[src/rtl/acc_drain_pkg.sv]
// acc_drain shared types and sizing helpers.
// Drain FSM states and default column geometry.
package acc_drain_pkg;

    typedef enum logic [1:0] {
        IDLE,
        LOAD,
        STREAM
    } state_e;

    localparam int DEF_N   = 4;
    localparam int DEF_DW  = 16;
    localparam int DEF_AW  = 64;
    localparam int DEF_SW  = 6;

    // Index width that stays legal for a single-element column.
    function automatic int idx_w(input int n);
        return (n > 1) ? $clog2(n) : 1;
    endfunction

    localparam int IDX_W = idx_w(DEF_N);

endpackage

[src/rtl/acc_drain_if.sv]
// Output stream bundle of the accumulator drain.
// Word, index and last flag travel under one valid/ready pair.
interface acc_drain_if
    import acc_drain_pkg::*;
#(
    parameter int DATA_WIDTH = DEF_DW,
    parameter int IDX_W      = acc_drain_pkg::IDX_W
);
    logic signed [DATA_WIDTH-1:0] data_o;
    logic                         valid_o;
    logic                         ready_i;
    logic [IDX_W-1:0]             idx_o;
    logic                         last_o;

    modport master (
        output data_o, valid_o, idx_o, last_o,
        input  ready_i
    );

    modport slave (
        input  data_o, valid_o, idx_o, last_o,
        output ready_i
    );

endinterface

[src/rtl/acc_drain_requant.sv]
// Requantizer: arithmetic shift, optional ReLU, saturate.
// Purely combinational; all intermediates at accumulator width.
module acc_requant #(
    parameter int DATA_WIDTH = 16,
    parameter int ACC_WIDTH  = 64,
    parameter int SHIFT_W    = 6
) (
    input  logic signed [ACC_WIDTH-1:0]  acc,
    input  logic        [SHIFT_W-1:0]    shift,
    input  logic                         relu_en,
    output logic signed [DATA_WIDTH-1:0] q
);

    localparam logic signed [ACC_WIDTH-1:0] MAXV =
        {{(ACC_WIDTH-DATA_WIDTH+1){1'b0}}, {(DATA_WIDTH-1){1'b1}}};
    localparam logic signed [ACC_WIDTH-1:0] MINV =
        {{(ACC_WIDTH-DATA_WIDTH+1){1'b1}}, {(DATA_WIDTH-1){1'b0}}};

    logic signed [ACC_WIDTH-1:0] s;
    logic signed [ACC_WIDTH-1:0] r;

    // Shift floors toward -inf; oversize shifts leave only sign fill.
    always_comb begin
        s = acc >>> shift;
        r = (relu_en && (s < 0)) ? '0 : s;
        if (r > MAXV)
            q = MAXV[DATA_WIDTH-1:0];
        else if (r < MINV)
            q = MINV[DATA_WIDTH-1:0];
        else
            q = r[DATA_WIDTH-1:0];
    end

endmodule

[src/rtl/acc_drain.sv]
// Column drain: snapshot N accumulators, requantize, stream out.
// FSM IDLE->LOAD->STREAM; one word per cycle under valid/ready.
module acc_drain
    import acc_drain_pkg::*;
#(
    parameter int N          = 4,
    parameter int DATA_WIDTH = 16,
    parameter int ACC_WIDTH  = 64,
    parameter int SHIFT_W    = 6
) (
    input  logic                   clk,
    input  logic                   rstn,
    input  logic                   start_i,
    input  logic [SHIFT_W-1:0]     shift_i,
    input  logic                   relu_en_i,
    input  logic [N*ACC_WIDTH-1:0] acc_i,
    output logic                   busy_o,
    output logic                   done_o,
    acc_drain_if.master            bus
);

    localparam int IW = idx_w(N);
    localparam logic [IW-1:0] LAST = IW'(N - 1);

    state_e state, state_n;

    logic signed [ACC_WIDTH-1:0] snap [N];
    logic [SHIFT_W-1:0] snap_shift;
    logic               snap_relu;

    logic [IW-1:0] idx, idx_n, sel;
    logic          snap_en, ld, valid_n, done_n;
    logic signed [DATA_WIDTH-1:0] q;

    acc_requant #(
        .DATA_WIDTH (DATA_WIDTH),
        .ACC_WIDTH  (ACC_WIDTH),
        .SHIFT_W    (SHIFT_W)
    ) u_rq (
        .acc     (snap[sel]),
        .shift   (snap_shift),
        .relu_en (snap_relu),
        .q       (q)
    );

    // State register.
    always_ff @(posedge clk or negedge rstn) begin
        if (!rstn) state <= IDLE;
        else       state <= state_n;
    end

    // Next state and datapath strobes.
    always_comb begin
        state_n = state;
        snap_en = 1'b0;
        ld      = 1'b0;
        sel     = '0;
        idx_n   = idx;
        valid_n = bus.valid_o;
        done_n  = 1'b0;
        unique case (state)
            IDLE: begin
                if (start_i) begin
                    snap_en = 1'b1;
                    idx_n   = '0;
                    state_n = LOAD;
                end
            end
            LOAD: begin
                ld      = 1'b1;
                idx_n   = '0;
                valid_n = 1'b1;
                state_n = STREAM;
            end
            STREAM: begin
                if (bus.valid_o && bus.ready_i) begin
                    if (idx == LAST) begin
                        valid_n = 1'b0;
                        done_n  = 1'b1;
                        state_n = IDLE;
                    end else begin
                        ld    = 1'b1;
                        sel   = idx + IW'(1);
                        idx_n = idx + IW'(1);
                    end
                end
            end
            default: state_n = IDLE;
        endcase
    end

    // Snapshot of accumulators and requant settings at start.
    always_ff @(posedge clk or negedge rstn) begin
        if (!rstn) begin
            for (int k = 0; k < N; k++) snap[k] <= '0;
            snap_shift <= '0;
            snap_relu  <= 1'b0;
        end else if (snap_en) begin
            for (int k = 0; k < N; k++)
                snap[k] <= acc_i[k*ACC_WIDTH +: ACC_WIDTH];
            snap_shift <= shift_i;
            snap_relu  <= relu_en_i;
        end
    end

    // Output word, index, flags; held while the consumer stalls.
    always_ff @(posedge clk or negedge rstn) begin
        if (!rstn) begin
            bus.data_o  <= '0;
            bus.valid_o <= 1'b0;
            bus.last_o  <= 1'b0;
            idx         <= '0;
            done_o      <= 1'b0;
        end else begin
            idx         <= idx_n;
            bus.valid_o <= valid_n;
            done_o      <= done_n;
            if (ld) begin
                bus.data_o <= q;
                bus.last_o <= (sel == LAST);
            end else if (done_n) begin
                bus.last_o <= 1'b0;
            end
        end
    end

    assign bus.idx_o = idx;
    assign busy_o    = (state != IDLE);

endmodule

[src/flat_wrapper.sv]
// flat-port wrapper written by rule: the top's interface ports become plain ports
module acc_drain_flat import acc_drain_pkg::*;
#(
    parameter int N          = 4,
    parameter int DATA_WIDTH = 16,
    parameter int ACC_WIDTH  = 64,
    parameter int SHIFT_W    = 6
)
  (clk, rstn, start_i, shift_i, relu_en_i, acc_i, busy_o, done_o, bus_data_o, bus_valid_o, bus_idx_o, bus_last_o, bus_ready_i);
  acc_drain_if #(.DATA_WIDTH(DATA_WIDTH), .IDX_W(2)) bus_i ();
  input  logic clk;
  input  logic rstn;
  input  logic start_i;
  input  logic [SHIFT_W-1:0] shift_i;
  input  logic relu_en_i;
  input  logic [N*ACC_WIDTH-1:0] acc_i;
  output logic busy_o;
  output logic done_o;
  output wire logic [$bits(bus_i.data_o)-1:0] bus_data_o;
  output wire logic [$bits(bus_i.valid_o)-1:0] bus_valid_o;
  output wire logic [$bits(bus_i.idx_o)-1:0] bus_idx_o;
  output wire logic [$bits(bus_i.last_o)-1:0] bus_last_o;
  input wire logic [$bits(bus_i.ready_i)-1:0] bus_ready_i;
  assign bus_data_o = bus_i.data_o;
  assign bus_valid_o = bus_i.valid_o;
  assign bus_idx_o = bus_i.idx_o;
  assign bus_last_o = bus_i.last_o;
  assign bus_i.ready_i = bus_ready_i;
  acc_drain #(.N(N), .DATA_WIDTH(DATA_WIDTH), .ACC_WIDTH(ACC_WIDTH), .SHIFT_W(SHIFT_W)) u_core (.clk(clk), .rstn(rstn), .start_i(start_i), .shift_i(shift_i), .relu_en_i(relu_en_i), .acc_i(acc_i), .busy_o(busy_o), .done_o(done_o), .bus(bus_i));
endmodule
[config.mk]
export PLATFORM = sky130hd
export DESIGN_NAME = acc_drain_flat
export DESIGN_NICKNAME = d
export VERILOG_FILES = /design/src/rtl/acc_drain_pkg.sv /design/src/rtl/acc_drain_if.sv /design/src/rtl/acc_drain_requant.sv /design/src/rtl/acc_drain.sv /design/src/flat_wrapper.sv
export SDC_FILE = /design/constraint.sdc
export NUM_CORES = 1
export LEC_CHECK = 0
export ABC_AREA = 1
export CAP_MARGIN = 20
export CORE_ASPECT_RATIO = 1.2
export CORE_MARGIN = 4
export CORE_UTILIZATION = 55
export DETAILED_ROUTE_END_ITERATION = 16
export HOLD_SLACK_MARGIN = 0.02
export PLACE_DENSITY = 0.81
export SKIP_CTS_REPAIR_TIMING = 1
export SLEW_MARGIN = 20
export SYNTH_ARGS = -nofsm -noshare
export SYNTH_HDL_FRONTEND = slang
export SYNTH_HIERARCHICAL = 1
export SYNTH_SLANG_ARGS = --single-unit
export TNS_END_PERCENT = 30
[constraint.sdc]
create_clock -name clk -period 5.2 [get_ports clk]
set_input_delay 1.3 -clock clk [delete_from_list [all_inputs] [get_ports clk]]
set_output_delay 1.3 -clock clk [all_outputs]
set_load 0.01 [all_outputs]
==> impl_results.md <==
* Status: finished, final reports clean
* WL/cell at 19.3 µm
* Worst hold path type: flop to flop
* Crit start category: primary input
* Clock Skew at 0.0169 ns
* Post-route ant nets at 0
* Post-Syn Area per Cell at 7.02 µm²
* Routability Congestion at 0.972
* # placed instances at 3226
* Max Slew Vio Count at 0
* Initial antenna violation count at 0
* CTS tree: yes
* Fin Hold WS at 0.475 ns
* Core area at 33100 µm²
* Final Power at 15.9 mW
* Die height at 208 µm
* Register area share after synthesis at 38.9%
* Vias in the first global route at 18500
* RSZ-0062 raised after global routing: false
* Post-Syn Instances at 2622
* Nets at 3082
* Die ar. at 36500 µm²
* WP data required at 5.65 ns
* Fmax at 0.209 GHz
* DR vias at 19200
* First-pass GRT wire length at 99.6 mm
* DRT iter0 DRCs at 2100
* FILL cells at 2823
* Later-pin clock latency in the skew report at 0.57 ns
* Clock Pin Slew Worst Setup and Hold Paths at 0.06 ns
* Yosys warns at 6
* Final Hold Vio Count at 0
* Inserted Clock Buffers at 30
* Routed vias/inst at 5.84
* Non-filler cells, final at 3281
* Clk buf depth at 3
* Tot GR Track Use at 33.7%
* Peak supply drop at 0.367 mV
* Syn_nets at 2896
* Critical path depth at 23
* Critical-path top delay cell: clkdlybuf4s50_1
* Slew margin rel. at 31.2%
* Antenna fix cells at 0
* Pwr dens at 706 nW/µm²
* Die outline width at 175 µm
* Starting Density at 55.7%
* Hold Path Cell Cnt at 2
* Htree depth at 1
* Most used cell, CP: nand2_1
* DP HPWL at 46.1 mm
* Netlist Area Pre-Place at 18400 µm²
* Critical path fanouts, max at 44
* CP Data Arrival Time at 5.24 ns
* CP Buf/Inv Count at 4
* Layout cells sized above 1 at 7.10%
* FF+latch count, synth at 286
* Largest net degree at the start of global routing at 118
* Setup CP Type: primary input to flop
* Syn-to-layout area delta at 22.3%
* Minimum clock period after layout at 4.79 ns
* Gr ovfl total at 0
* R2R cell count at 24
* Count of final setup violators at 0
* Total wire length at 63.2 mm
* DRT Pass-1 Iters at 9
* Library cells used by synthesis at 33
* # DRC at 0
* Final Cycle Share at 92.1%
* P_leak at 10.9 nW
* Crit-path cells: clkdlybuf4s50_1, nand2_2, nor2_4, buf_12, nand3b_1, nand3_1, nand2_1, buf_4, nand2_1, nand3_1, nand3_1, nand3_1, buf_4, nand3_1, nand2_1, nor2_1, nand2_1, nor3_1, nand2_1, nand2_2, nand2_1, nand3_1, nand2_1
* Clock root cell: clkbuf_16
* Std-Cell Rows at 73
* Buffers on Ports at 288
* Worst-Margin Slew at 1.03 ns
* I/O pin cnt at 289
* CP max stage delay at 0.54 ns
* Critical Path End Type: flop
* Clock sink count at 286
* Largest delay share family, worst path: simple AND/OR/NAND/NOR gates
* Maxcap violations at 0
-- flip-flops by register name (all words and copies together), names as in the netlist --
name	cells
u_core/snap	256
u_core/bus.last_o	1
u_core/snap_relu	1
u_core/snap_shift	6
u_core/bus.data_o	16
u_core/done_o	1
u_core/bus.valid_o	1
u_core/bus.idx_o	2
u_core/state	2
-- layout by cell type, fill, tap and decap left out, types with 3 or more instances in the layout --
| cell type | n |
|---|---|
| a21oi_1 | 212 |
| a311oi_1 | 5 |
| a31oi_1 | 10 |
| and2_1 | 6 |
| buf_12 | 15 |
| buf_4 | 47 |
| bufinv_16 | 4 |
| clkbuf_1 | 7 |
| clkbuf_16 | 31 |
| clkbuf_8 | 8 |
| clkdlybuf4s50_1 | 287 |
| clkinv_2 | 3 |
| dfrtp_1 | 284 |
| ha_1 | 7 |
| inv_1 | 208 |
| inv_2 | 7 |
| mux2_2 | 71 |
| mux2i_1 | 3 |
| nand2_1 | 597 |
| nand2_2 | 5 |
| nand3_1 | 643 |
| nand3b_1 | 65 |
| nand4_1 | 3 |
| nor2_1 | 240 |
| nor3_1 | 3 |
| o211ai_1 | 6 |
| o21ai_0 | 31 |
| o21ai_1 | 6 |
-- tightest hold or removal path: cells and delay by family (launching register included) --
| kind | cells | cell delay (ns) |
|---|---|---|
| flip-flops | 1 | 0.34 |
| AND/OR/NAND/NOR | 2 | 0.11 |
-- final timing paths --
| kind | startpoint | to | slack (ns) |
|---|---|---|---|
| max | bus_ready_i | u_core/bus.data_o[1] | 0.41 |
| min | u_core/bus.data_o[8] | u_core/bus.data_o[8] | 0.47 |
| max reg2reg | u_core/state[0] | u_core/bus.data_o[1] | 0.71 |
| min reg2reg | u_core/bus.data_o[8] | u_core/bus.data_o[8] | 0.47 |
| max in group asynchronous | rstn | u_core/snap[6] | 3.33 |
| min in group asynchronous | rstn | u_core/snap[102] | 0.78 |
-- metrics by stage --
stage	setup TNS [ns]	utilization (%)	area (µm²)	worst slack (ns)
2_1_floorplan	0	-	18400	1.49
3_3_place_gp	-0.0950	64.8	21400	-0.0133
3_5_place_dp	-0.927	64.8	21400	-0.0821
4_1_cts	0	68.1	22500	0.490
5_1_grt	0	68.1	22500	0.138
6_report	0	68.1	22500	0.409
-- layout make-up --
class	instances	area (µm²)	share of cell area, %
inverters	217	815	3.62
repair buffers	350	3540	15.7
flip-flops and latches	286	7160	31.8
clock inverters	9	155	0.689
multi-input cells	1923	9360	41.6
well taps	450	563	2.50
clock buffers	46	912	4.05
-- cell usage after synthesis --
| cell | instances | area [µm²] |
|---|---|---|
| inv_1 | 208 | 781 |
| dfrtp_1 | 286 | 7160 |
| buf_2 | 84 | 420 |
| nor2_1 | 240 | 901 |
| nand3_1 | 643 | 3220 |
| o21a_1 | 1 | 7.51 |
| nor3_1 | 3 | 15.0 |
| nand3b_1 | 65 | 488 |
| o311ai_0 | 1 | 8.76 |
| o211ai_1 | 6 | 45.0 |
| mux2i_1 | 3 | 30.0 |
| and2_1 | 6 | 37.5 |
| clkbuf_1 | 42 | 158 |
| nand2_1 | 598 | 2240 |
| or2_2 | 1 | 6.26 |
| inv_2 | 7 | 26.3 |
| clkinv_1 | 2 | 7.51 |
| o21ai_1 | 6 | 30.0 |
| o21ai_0 | 31 | 155 |
| a22o_1 | 1 | 8.76 |
| a311oi_1 | 5 | 43.8 |
| nor2_4 | 2 | 22.5 |
| buf_1 | 24 | 90.1 |
| a21oi_1 | 212 | 1060 |
| a31oi_1 | 10 | 62.6 |
| nand2_2 | 6 | 37.5 |
| buf_4 | 27 | 203 |
| mux2_2 | 71 | 800 |
| a311o_1 | 1 | 10.0 |
| a211oi_1 | 1 | 7.51 |
| nand4_1 | 3 | 18.8 |
| ha_1 | 7 | 87.6 |
| buf_6 | 19 | 214 |
-- cell families after synthesis --
kind of cell               Yosys count  synth area share, %
AOI/OAI and AO/OA                  275                 7.83
adders and majority gates            7                0.476
DFF                                286                 38.9
and+or+nand+nor                   1567                 38.0
muxes                               74                 4.51
buffers and inverters              413                 10.3
-- where the power goes --
part / leakage [nW] / internal (mW) / switching [mW]
registers: 3.20 / 3.30 / 0.439
clock network: 0.527 / 1.40 / 0.901
logic: 7.19 / 3.30 / 6.54
-- metal layers --
metal	track usage [%]	vias to the layer above	share of wire [%]
met5	0	-	0
met4	12.5	0	4.1
met3	4.07	161	6.7
met2	57.2	875	49
met1	44.6	9123	40
li1	-	8992	-
No activity file was read; power rests on OpenSTA's default activity.
